File: src/rtl/vram_wr_arbiter_if.sv
// Write-port bundle between the three VRAM writers and the arbiter, plus the
// registered beat handed to the downstream VRAM router.
interface vram_wr_arbiter_if #(
    parameter int ADDR_W = 13,
    parameter int DATA_W = 64,
    parameter int BE_W   = 8
);
    logic [2:0][ADDR_W-1:0] req_wraddr;
    logic [2:0]             req_wren;
    logic [2:0][DATA_W-1:0] req_wrdata;
    logic [2:0][BE_W-1:0]   req_byteena;
    logic [2:0]             req_lock;
    logic [2:0]             req_ready;

    logic                   vram_wren;
    logic [ADDR_W-1:0]      vram_wraddr;
    logic [1:0]             vram_region;
    logic [ADDR_W-1:0]      vram_offset;
    logic [DATA_W-1:0]      vram_wrdata;
    logic [BE_W-1:0]        vram_byteena;
    logic                   vram_ready;

    modport master (
        output req_wraddr, req_wren, req_wrdata, req_byteena, req_lock,
        input  req_ready,
        input  vram_wren, vram_wraddr, vram_region, vram_offset, vram_wrdata, vram_byteena,
        output vram_ready
    );

    modport slave (
        input  req_wraddr, req_wren, req_wrdata, req_byteena, req_lock,
        output req_ready,
        output vram_wren, vram_wraddr, vram_region, vram_offset, vram_wrdata, vram_byteena,
        input  vram_ready
    );
endinterface

File: src/rtl/vram_wr_arbiter.sv
// Round-robin VRAM write arbiter with burst lock, one-entry output register
// with backpressure, and region/offset decode of the winning word address.
module vram_wr_arbiter #(
    parameter int ADDR_W = 13,
    parameter int DATA_W = 64,
    parameter int BE_W   = 8
) (
    input  logic               clk,
    input  logic               reset,
    vram_wr_arbiter_if.slave   bus
);
    localparam logic [ADDR_W-1:0] PAT_BASE = ADDR_W'(32'h0800);
    localparam logic [ADDR_W-1:0] PAL_BASE = ADDR_W'(32'h1800);
    localparam logic [ADDR_W-1:0] SPR_BASE = ADDR_W'(32'h1A00);

    typedef enum logic {ARB, LOCKED} state_e;

    state_e            state_q, state_d;
    logic [1:0]        ptr_q, ptr_d;
    logic [1:0]        lock_id_q, lock_id_d;
    logic              wren_q, wren_d;
    logic [ADDR_W-1:0] wraddr_q, wraddr_d;
    logic [1:0]        region_q, region_d;
    logic [ADDR_W-1:0] offset_q, offset_d;
    logic [DATA_W-1:0] wrdata_q, wrdata_d;
    logic [BE_W-1:0]   byteena_q, byteena_d;

    logic              load;
    logic [2:0][1:0]   cand;
    logic [1:0]        gnt;
    logic              gnt_vld;
    logic              accept;
    logic [ADDR_W-1:0] gnt_addr;
    logic [1:0]        dec_region;
    logic [ADDR_W-1:0] dec_offset;

    function automatic logic [1:0] inc3(input logic [1:0] p);
        return (p == 2'd2) ? 2'd0 : p + 2'd1;
    endfunction

    always_ff @(posedge clk) begin
        if (reset) begin
            state_q   <= ARB;
            ptr_q     <= 2'd0;
            lock_id_q <= 2'd0;
            wren_q    <= 1'b0;
            wraddr_q  <= '0;
            region_q  <= 2'd0;
            offset_q  <= '0;
            wrdata_q  <= '0;
            byteena_q <= '0;
        end else begin
            state_q   <= state_d;
            ptr_q     <= ptr_d;
            lock_id_q <= lock_id_d;
            wren_q    <= wren_d;
            wraddr_q  <= wraddr_d;
            region_q  <= region_d;
            offset_q  <= offset_d;
            wrdata_q  <= wrdata_d;
            byteena_q <= byteena_d;
        end
    end

    // Search runs highest-priority-last so the first valid candidate wins.
    always_comb begin
        load    = !wren_q || bus.vram_ready;
        cand[0] = ptr_q;
        cand[1] = inc3(ptr_q);
        cand[2] = inc3(cand[1]);
        gnt     = 2'd0;
        gnt_vld = 1'b0;
        if (state_q == LOCKED) begin
            gnt     = lock_id_q;
            gnt_vld = 1'b1;
        end else begin
            for (int k = 2; k >= 0; k--) begin
                if (bus.req_wren[cand[k]]) begin
                    gnt     = cand[k];
                    gnt_vld = 1'b1;
                end
            end
        end
        bus.req_ready = 3'b000;
        if (load && gnt_vld) bus.req_ready[gnt] = 1'b1;
        accept = load && gnt_vld && bus.req_wren[gnt];
    end

    always_comb begin
        state_d   = state_q;
        ptr_d     = ptr_q;
        lock_id_d = lock_id_q;
        case (state_q)
            ARB: begin
                if (accept) begin
                    ptr_d = inc3(gnt);
                    if (bus.req_lock[gnt]) begin
                        state_d   = LOCKED;
                        lock_id_d = gnt;
                    end
                end
            end
            LOCKED: begin
                // An idle, unlocked owner releases the lock even without a beat.
                if (accept ? !bus.req_lock[gnt]
                           : (!bus.req_wren[lock_id_q] && !bus.req_lock[lock_id_q]))
                    state_d = ARB;
            end
            default: state_d = ARB;
        endcase
    end

    always_comb begin
        gnt_addr = bus.req_wraddr[gnt];
        if (gnt_addr < PAT_BASE) begin
            dec_region = 2'd0;
            dec_offset = gnt_addr;
        end else if (gnt_addr < PAL_BASE) begin
            dec_region = 2'd1;
            dec_offset = gnt_addr - PAT_BASE;
        end else if (gnt_addr < SPR_BASE) begin
            dec_region = 2'd2;
            dec_offset = gnt_addr - PAL_BASE;
        end else begin
            dec_region = 2'd3;
            dec_offset = gnt_addr - SPR_BASE;
        end
    end

    always_comb begin
        wren_d    = wren_q;
        wraddr_d  = wraddr_q;
        region_d  = region_q;
        offset_d  = offset_q;
        wrdata_d  = wrdata_q;
        byteena_d = byteena_q;
        if (accept) begin
            wren_d    = 1'b1;
            wraddr_d  = gnt_addr;
            region_d  = dec_region;
            offset_d  = dec_offset;
            wrdata_d  = bus.req_wrdata[gnt];
            byteena_d = bus.req_byteena[gnt];
        end else if (bus.vram_ready) begin
            wren_d = 1'b0;
        end
    end

    assign bus.vram_wren    = wren_q;
    assign bus.vram_wraddr  = wraddr_q;
    assign bus.vram_region  = region_q;
    assign bus.vram_offset  = offset_q;
    assign bus.vram_wrdata  = wrdata_q;
    assign bus.vram_byteena = byteena_q;
endmodule

File: src/flat_wrapper.sv
// flat-port wrapper written by rule: the top's interface ports become plain ports
module vram_wr_arbiter_flat 
#(
    parameter int ADDR_W = 13,
    parameter int DATA_W = 64,
    parameter int BE_W   = 8
)
  (clk, reset, bus_req_wraddr, bus_req_wren, bus_req_wrdata, bus_req_byteena, bus_req_lock, bus_req_ready, bus_vram_wren, bus_vram_wraddr, bus_vram_region, bus_vram_offset, bus_vram_wrdata, bus_vram_byteena, bus_vram_ready);
  vram_wr_arbiter_if #(.ADDR_W(ADDR_W), .DATA_W(DATA_W), .BE_W(BE_W)) bus_i ();
  input  logic clk;
  input  logic reset;
  input wire logic [$bits(bus_i.req_wraddr)-1:0] bus_req_wraddr;
  input wire logic [$bits(bus_i.req_wren)-1:0] bus_req_wren;
  input wire logic [$bits(bus_i.req_wrdata)-1:0] bus_req_wrdata;
  input wire logic [$bits(bus_i.req_byteena)-1:0] bus_req_byteena;
  input wire logic [$bits(bus_i.req_lock)-1:0] bus_req_lock;
  output wire logic [$bits(bus_i.req_ready)-1:0] bus_req_ready;
  output wire logic [$bits(bus_i.vram_wren)-1:0] bus_vram_wren;
  output wire logic [$bits(bus_i.vram_wraddr)-1:0] bus_vram_wraddr;
  output wire logic [$bits(bus_i.vram_region)-1:0] bus_vram_region;
  output wire logic [$bits(bus_i.vram_offset)-1:0] bus_vram_offset;
  output wire logic [$bits(bus_i.vram_wrdata)-1:0] bus_vram_wrdata;
  output wire logic [$bits(bus_i.vram_byteena)-1:0] bus_vram_byteena;
  input wire logic [$bits(bus_i.vram_ready)-1:0] bus_vram_ready;
  assign bus_i.req_wraddr = bus_req_wraddr;
  assign bus_i.req_wren = bus_req_wren;
  assign bus_i.req_wrdata = bus_req_wrdata;
  assign bus_i.req_byteena = bus_req_byteena;
  assign bus_i.req_lock = bus_req_lock;
  assign bus_req_ready = bus_i.req_ready;
  assign bus_vram_wren = bus_i.vram_wren;
  assign bus_vram_wraddr = bus_i.vram_wraddr;
  assign bus_vram_region = bus_i.vram_region;
  assign bus_vram_offset = bus_i.vram_offset;
  assign bus_vram_wrdata = bus_i.vram_wrdata;
  assign bus_vram_byteena = bus_i.vram_byteena;
  assign bus_i.vram_ready = bus_vram_ready;
  vram_wr_arbiter #(.ADDR_W(ADDR_W), .DATA_W(DATA_W), .BE_W(BE_W)) u_core (.clk(clk), .reset(reset), .bus(bus_i));
endmodule
File: config.mk
export PLATFORM = sky130hd
export DESIGN_NAME = vram_wr_arbiter_flat
export DESIGN_NICKNAME = d
export VERILOG_FILES = /design/src/rtl/vram_wr_arbiter_if.sv /design/src/rtl/vram_wr_arbiter.sv /design/src/flat_wrapper.sv
export SDC_FILE = /design/constraint.sdc
export NUM_CORES = 1
export LEC_CHECK = 0
export ABC_AREA = 1
export CORE_AREA = 8 8 137 139
export DETAILED_ROUTE_END_ITERATION = 7
export DIE_AREA = 0 0 145 147
export PLACE_DENSITY = 0.73
export SYNTH_ARGS = -nofsm -noshare
export SYNTH_HDL_FRONTEND = slang
export SYNTH_SLANG_ARGS = --single-unit
File: constraint.sdc
create_clock -name clk -period 2.8 [get_ports clk]
set_input_delay 0.28 -clock clk [delete_from_list [all_inputs] [get_ports clk]]
set_output_delay 0.28 -clock clk [all_outputs]
set_load 0.05 [all_outputs]
==> impl_metrics.csv, run 1 <==
group,metric,value,unit
critical_path,worstPathRequired,2520,ps
placement,dpl.hpwl,17.1,mm
floorplanning,num_io_pins,368,
timing,fmax,401,MHz
final_layout,n_antenna_cell,0,
critical_path,path_class,"reg -> out",
critical_path,worstReg2RegStart,"u_core.ptr_q[1]",
synthesis,synthAdderAreaFrac,0.00993,
clock_tree,h-tree-depth,3,
synthesis,synth_top_area_share,0.385,
timing,tightest_slew,584,ps
critical_path,worst_ep_arrival_time,2210,ps
critical_path,start_kind,"flop",
synthesis,ys_seq_elements,97,
synthesis,synth-seq-area-share,0.385,
synthesis,synth_top_family_by_area,"compound AO/OA/AOI/OAI gates",
final_layout,area_growth,84.1,%
floorplanning,core,16800,sq um
synthesis,ys_types,30,
timing,setup_viol_count_final,0,
global_route,grt_usage,0.205,
power,peakVddDrop,0.813,mV
placement,dpl-instance-area,8910,sq um
min_path,hp-start,"u_core.bus.vram_offset[12]",
power,leakagePower,3.42,nW
global_route,grt_start_max_net_pins,82,
clock_tree,cts_hold_buf,0,
route,routedWlPerCell,18.1,microns
synthesis,synthFlopType,"dfxtp_1",
timing,rsz0062_at_grt,"false",
floorplanning,initial_core_util,0.301,
synthesis,synth-compound-area-share,0.266,
synthesis,yosysMostFrequentCell,"nand2_1",
critical_path,crit_path_top_delay_cell,"dfxtp_1",
critical_path,cp-end-kind,"output port",
power,powerDensity,1220,nW/um^2
synthesis,yosys.area.top_type,"dfxtp_1",
floorplanning,die_width,145,microns
floorplanning,dieArea,21300,sq um
synthesis,synth_edf_count,0,
global_route,antenna_found_initial,0,
clock_tree,root_buffer,"clkbuf_16",
min_path,min_delay_path_depth,2,
clock_tree,cts_tree,"done",
synthesis,syn_area_per_cell,7.05,sq um
critical_path,crit_path_max_fanout,14,
synthesis,synthArstFlopShare,0,
job,max_cap_viol_count,0,
synthesis,synthXorXnorAreaFrac,0.00174,
clock_tree,cts_repair_resize_count,0,
min_path,holdPathEnd,"u_core.bus.vram_offset[12]",
synthesis,synth_common_cells,"nand2_1 (280), dfxtp_1 (97), a41oi_1 (82)",
synthesis,synthMuxAreaShare,0,
route,viasPerCell,4.95,
timing,finalCriticalPeriod,2490,ps
placement,place_congestion,0.881,
final_layout,drive_above_1_share,0.0512,
final_layout,num-nets-final,1318,
critical_path,r2r-end,"u_core.bus.vram_offset[10]",
route,drt-total-wl,23.2,mm
clock_tree,clk_pin_slew,70,ps
timing,finalCritPeriodShare,0.891,
route,ant_nets,0,
route,initialDrtViolationCount,312,
run_status,status,"finished clean",
global_route,grt_pass1_vias,6410,
synthesis,synth_warnings,0,
min_path,hold_path_class,"reg -> reg",
clock_tree,clk_latency,340,ps
placement,io_buffers,367,
timing,fin_skew,9.00,ps
clock_tree,clock-sinks,97,
final_layout,stdcell_area,9280,sq um
timing,hold_violations,0,
route,first_pass_iters,5,
synthesis,syn_area,5040,sq um
critical_path,ff2ff_setup_slack,330,ps
synthesis,synth_nets,983,
floorplanning,row_count,48,
critical_path,reg2regPathDepth,17,
timing,relSlewSlack,0.609,
timing,fin_setup_tns,0,ps
clock_tree,clk_path_buf_depth,2,
critical_path,critical_path.cell_chain,"nor2_1 -> nand2_1 -> nand2_1 -> o21bai_1 -> nand3_1 -> nand2_2 -> nand2_4 -> nor2_4 -> buf_12 -> inv_1 -> nor2_1 -> buf_12",
timing,slew_viol_final,0,
route,drc,0,
clock_tree,cts-buffers-inserted,9,
synthesis,synthCells,715,
critical_path,cp_slowest_stage_delay,440,ps
floorplanning,die-height,147,microns
global_route,grt_pass1_wl,35.3,mm
global_route,grt-ovfl-total,0,
synthesis,synth-simple-area-share,0.249,
route,vias,6334,
synthesis,synth_area_leaders,"dfxtp_1 (39%), nand2_1 (21%), a41oi_1 (14%)",
## repair_timing
action,in CTS,in global routing
buffers inserted,0,1
setup endpoints to repair,0,1
endpoints found under the hold margin,0,0
## metrics by stage
stage / hold slack (ps) / setup slack [ps] / power [mW] / util / cells
floorplan: 349 / 319 / 7.34 / - / 715
global placement: 465 / 132 / 9.84 / 0.532 / 1261
detailed placement: 467 / 19.9 / 9.89 / 0.532 / 1261
CTS: 477 / 173 / 11.2 / 0.550 / 1277
global route: 506 / 11.6 / 12.1 / 0.554 / 1280
finish: 481 / 306 / 11.3 / 0.554 / 1280
## cells by family (layout without fill, tap and decap cells)
group	count (synthesis)	after routing
buf+inv	92	432
fa+ha+maj	4	4
flops	97	97
compound gates	203	203
simple gates	318	318
xor+xnor	1	1
## sequential cells by signal (all words and copies together) (netlist names)
register and cells:
u_core.bus.vram_wraddr 4, u_core.bus.vram_region 2, u_core.ptr_q 2, u_core.bus.vram_offset 13, u_core.lock_id_q 2, u_core.bus.vram_wrdata 64
u_core.state_q 1, u_core.bus.vram_byteena 8, u_core.bus.vram_wren 1
## final cells by class
type	instances	area, sq um
clock buffer	11	253
clock inverter	5	62.6
fill	1494	7480
inverter	28	108
multi-input combinational	526	2660
sequential	97	1940
tap	225	282
timing repair buffer	388	3970
## cells in the final DEF (no fill, tap or decap), drive strengths merged
cell type | netlist | routed
a211oi | 1 | 1
a31oi | 1 | 1
o221ai | 1 | 1
nand3b | 1 | 1
o21ai | 101 | 101
o211ai | 1 | 1
nand2 | 284 | 284
xnor2 | 1 | 1
a41oi | 82 | 82
nand4 | 4 | 4
inv | 28 | 29
o31ai | 1 | 1
bufinv | 0 | 1
buf | 33 | 22
clkbuf | 31 | 13
clkinvlp | 0 | 2
o21bai | 1 | 1
ha | 4 | 4
clkinv | 0 | 1
nand3 | 12 | 12
clkdlybuf4s50 | 0 | 364
a21oi | 14 | 14
dfxtp | 97 | 97
nor2 | 17 | 17
## where the power goes
part,switching [mW],leakage (nW),internal [mW]
Combinational,5.12,2.47,2.71
Clock,0.569,0.148,0.747
Sequential,0.282,0.804,1.92
## worst max-delay path by stage
stage	startpoint	end	slack (ps)	cells after the start
2_1_floorplan	u_core.ptr_q[1]	bus_req_ready[1]	320	12
3_3_place_gp	bus_req_wren[2]	u_core.bus.vram_offset[10]	130	17
3_5_place_dp	bus_req_wren[2]	u_core.bus.vram_offset[10]	20	18
4_1_cts	u_core.ptr_q[1]	bus_req_ready[1]	170	12
5_1_grt	u_core.ptr_q[1]	u_core.bus.vram_offset[12]	10	20
6_report	u_core.ptr_q[1]	bus_req_ready[1]	310	12
## critical path: cells and delay by family, from the launching register on
kind	cells	cell delay [ps]
AND/OR/NAND/NOR	8	890
flip-flops	1	440
AO/OA/AOI/OAI	1	130
buffers and inverters	3	410
## per-layer routing
metal  vias to the layer above  GRT usage  part of all wire
met4                         0     0.0936             0.034
met5                         -          0                 0
li1                       3145          -                 -
met2                       285      0.345              0.48
met1                      2857      0.232              0.40
met3                        47     0.0664             0.086
Power figures use the tool's default switching activity.
==> inputs of run 2 (changes only) <==
- ABC_AREA: 1 -> not set
- CORE_AREA: 8 8 137 139 -> 8 8 138 140
- DIE_AREA: 0 0 145 147 -> 0 0 146 148
- PLACE_DENSITY: 0.73 -> 0.77
==> run 2 against run 1 <==
  * Register-to-register slack worse by 230 ps
  * Total power is 32% lower
  * Die area is 1.4% higher
  * Clock skew is 1.2 ps higher
  * Final cell count is 6.8% higher
  * Sequential power is 13% lower
  * Critical endpoint is now u_core.bus.vram_offset[10]
==> impl_metrics.csv, run 2 <==
group,metric,value,unit
run_status,status,"finished clean",
global_route,grt_pass1_vias,6638,
synthesis,syn_area_per_cell,6.87,sq um
clock_tree,clock-sinks,97,
power,leakagePower,3.86,nW
timing,relSlewSlack,0.613,
synthesis,synth-seq-area-share,0.365,
route,ant_nets,0,
clock_tree,clk_path_buf_depth,2,
route,vias,6723,
timing,tightest_slew,578,ps
timing,whs,412,ps
min_path,hold_path_class,"in -> reg",
clock_tree,cts_hold_buf,0,
critical_path,start_kind,"flop",
timing,hold_violations,0,
placement,place_congestion,0.871,
floorplanning,core,16900,sq um
route,viasPerCell,4.92,
min_path,min_delay_path_depth,2,
synthesis,synth_edf_count,0,
floorplanning,die_width,146,microns
critical_path,critical_path.cell_chain,"or4b_4 -> o221ai_4 -> and2_4 -> buf_4 -> a222oi_1 -> buf_4 -> ha_2 -> nor2b_1 -> and2_4 -> mux2i_1 -> nand2_1 -> a21oi_1",
critical_path,reg2regPathDepth,12,
route,routedWlPerCell,17.0,microns
synthesis,synth_area_leaders,"dfxtp_1 (37%), a21oi_1 (16%), nand2_1 (13%)",
final_layout,final_cell_mix,"clkdlybuf4s50_1 (360), nand2_1 (180), a21oi_1 (172)",
critical_path,worst_ep_arrival_time,2970,ps
synthesis,synthCells,774,
timing,fin_skew,10.2,ps
route,first_pass_iters,5,
global_route,grt_usage,0.206,
clock_tree,clk_latency,340,ps
critical_path,cp_slowest_stage_delay,550,ps
final_layout,stdcell_area,9870,sq um
synthesis,synth_common_cells,"nand2_1 (180), a21oi_1 (175), nor2_1 (98)",
synthesis,synthArstFlopShare,0,
timing,rsz0062_at_grt,"true",
synthesis,synth_warnings,0,
critical_path,path_buf_inv,2,
min_path,hp-start,"reset",
final_layout,num-nets-final,1405,
route,initialDrtViolationCount,316,
final_layout,area_growth,85.6,%
clock_tree,h-tree-depth,3,
final_layout,drive_above_1_share,0.0858,
placement,io_buffers,367,
route,drc,0,
critical_path,ff2ff_setup_slack,100,ps
synthesis,yosys.area.top_type,"dfxtp_1",
timing,fmax,370,MHz
critical_path,crit_path_top_delay_cell,"or4b_4",
clock_tree,root_buffer,"clkbuf_16",
timing,finalCriticalPeriod,2700,ps
global_route,antenna_found_initial,1,
min_path,holdPathEnd,"u_core.state_q",
synthesis,yosysMostFrequentCell,"nand2_1",
final_layout,largest_reg_flops,64,
timing,setup_viol_count_final,0,
route,drt-total-wl,23.2,mm
synthesis,syn_area,5320,sq um
synthesis,synthFlopType,"dfxtp_1",
job,max_cap_viol_count,0,
power,powerDensity,783,nW/um^2
global_route,grt-ovfl-total,0,
synthesis,ys_seq_elements,97,
timing,finalCritPeriodShare,0.965,
floorplanning,initial_core_util,0.314,
placement,dpl.hpwl,18.7,mm
floorplanning,die-height,148,microns
critical_path,cp-end-kind,"flop",
final_layout,n_antenna_cell,0,
critical_path,r2r-end,"u_core.bus.vram_offset[10]",
placement,dpl-instance-area,9550,sq um
clock_tree,cts_tree,"done",
critical_path,cp_top_family,"simple AND/OR/NAND/NOR gates",
synthesis,synth_nets,1042,
critical_path,path_class,"reg -> reg",
synthesis,ys_types,43,
floorplanning,num_io_pins,368,
global_route,grt_start_max_net_pins,54,
clock_tree,clk_pin_slew,70,ps
critical_path,crit_path_max_fanout,4,
global_route,grt_pass1_wl,36.1,mm
timing,slew_viol_final,0,
critical_path,worstReg2RegStart,"u_core.state_q",
synthesis,synth_top_area_share,0.365,
power,peakVddDrop,0.406,mV
floorplanning,row_count,48,
clock_tree,cts-buffers-inserted,9,
floorplanning,dieArea,21600,sq um
critical_path,worstPathRequired,3070,ps
final_layout,final_common_cell,"clkdlybuf4s50_1",
## run 2: cell count changes after synthesis, sizes merged, moves of 4 or more
cell and change:
a211oi +84, a21oi +162, a41oi -81, clkbuf +15
inv -23, mux2i +5, nand2 -104, nand3 -9
nand4 -4, nor2 +82, o21ai -97
## run 2: kinds of logic after synthesis
family | count (synthesis) | share of synthesized area
AO/OA/AOI/OAI | 285 | 0.325
XOR/XNOR | 1 | 0.00165
adder cells (fa/ha/maj) | 4 | 0.00942
buffers and inverters | 84 | 0.0683
flip-flops | 97 | 0.365
multiplexers | 5 | 0.00942
AND/OR/NAND/NOR | 298 | 0.221
## run 2: layer usage
layer  global-route usage  share of wire  vias up
met5                    0        0.00034        -
met2                0.364           0.51      263
met4               0.0623          0.020        2
met3               0.0679          0.077       32
met1                0.232           0.40     3007
li1                     -              -     3419
## run 2: final cells by class
cell class / count / area, sq um
flip-flops and latches: 97 / 1950
clock buffers: 11 / 233
clock inverters: 5 / 32.5
inverters: 5 / 18.8
well taps: 225 / 282
repair buffers: 431 / 4290
fillers: 1526 / 7070
multi-input cells: 593 / 3060
## run 2: how the worst max path moves through the flow
stage                     from                          to  slack [ps]  cells after the start
2_1_floorplan  bus_req_wren[1]  u_core.bus.vram_offset[10]          20                     13
3_3_place_gp   bus_req_wren[0]  u_core.bus.vram_offset[10]        -350                     13
3_5_place_dp   bus_req_wren[1]  u_core.bus.vram_wrdata[32]        -430                     10
4_1_cts        bus_req_wren[0]  u_core.bus.vram_offset[10]          10                     15
5_1_grt         u_core.state_q  u_core.bus.vram_wrdata[32]         -40                      9
6_report        u_core.state_q  u_core.bus.vram_offset[10]         100                     12
## run 2: where the power goes
group,switching (mW),internal (mW)
registers,0.196,1.72
clock network,0.506,0.599
logic,2.85,1.86
total,3.55,4.17
## run 2: metrics by stage
stage	setup TNS [ps]	worst slack, ps	util	power [mW]	instances
after global placement	-25050	-354	0.564	6.59	1349
after CTS	0	10.1	0.580	7.78	1365
after detailed placement	-32330	-429	0.564	6.64	1349
after floorplan	0	22.6	-	4.76	774
final	0	98.9	0.583	7.73	1367
after global routing	-138	-40.4	0.583	8.23	1367
## run 2: repair_timing
| item | CTS | global route |
|---|---|---|
| cloned | 0 | 0 |
| setup endpoints to repair | 28 | 56 |
| gates resized for setup | 2 | 14 |
| setup buffers | 0 | 2 |
| pin swaps | 0 | 9 |
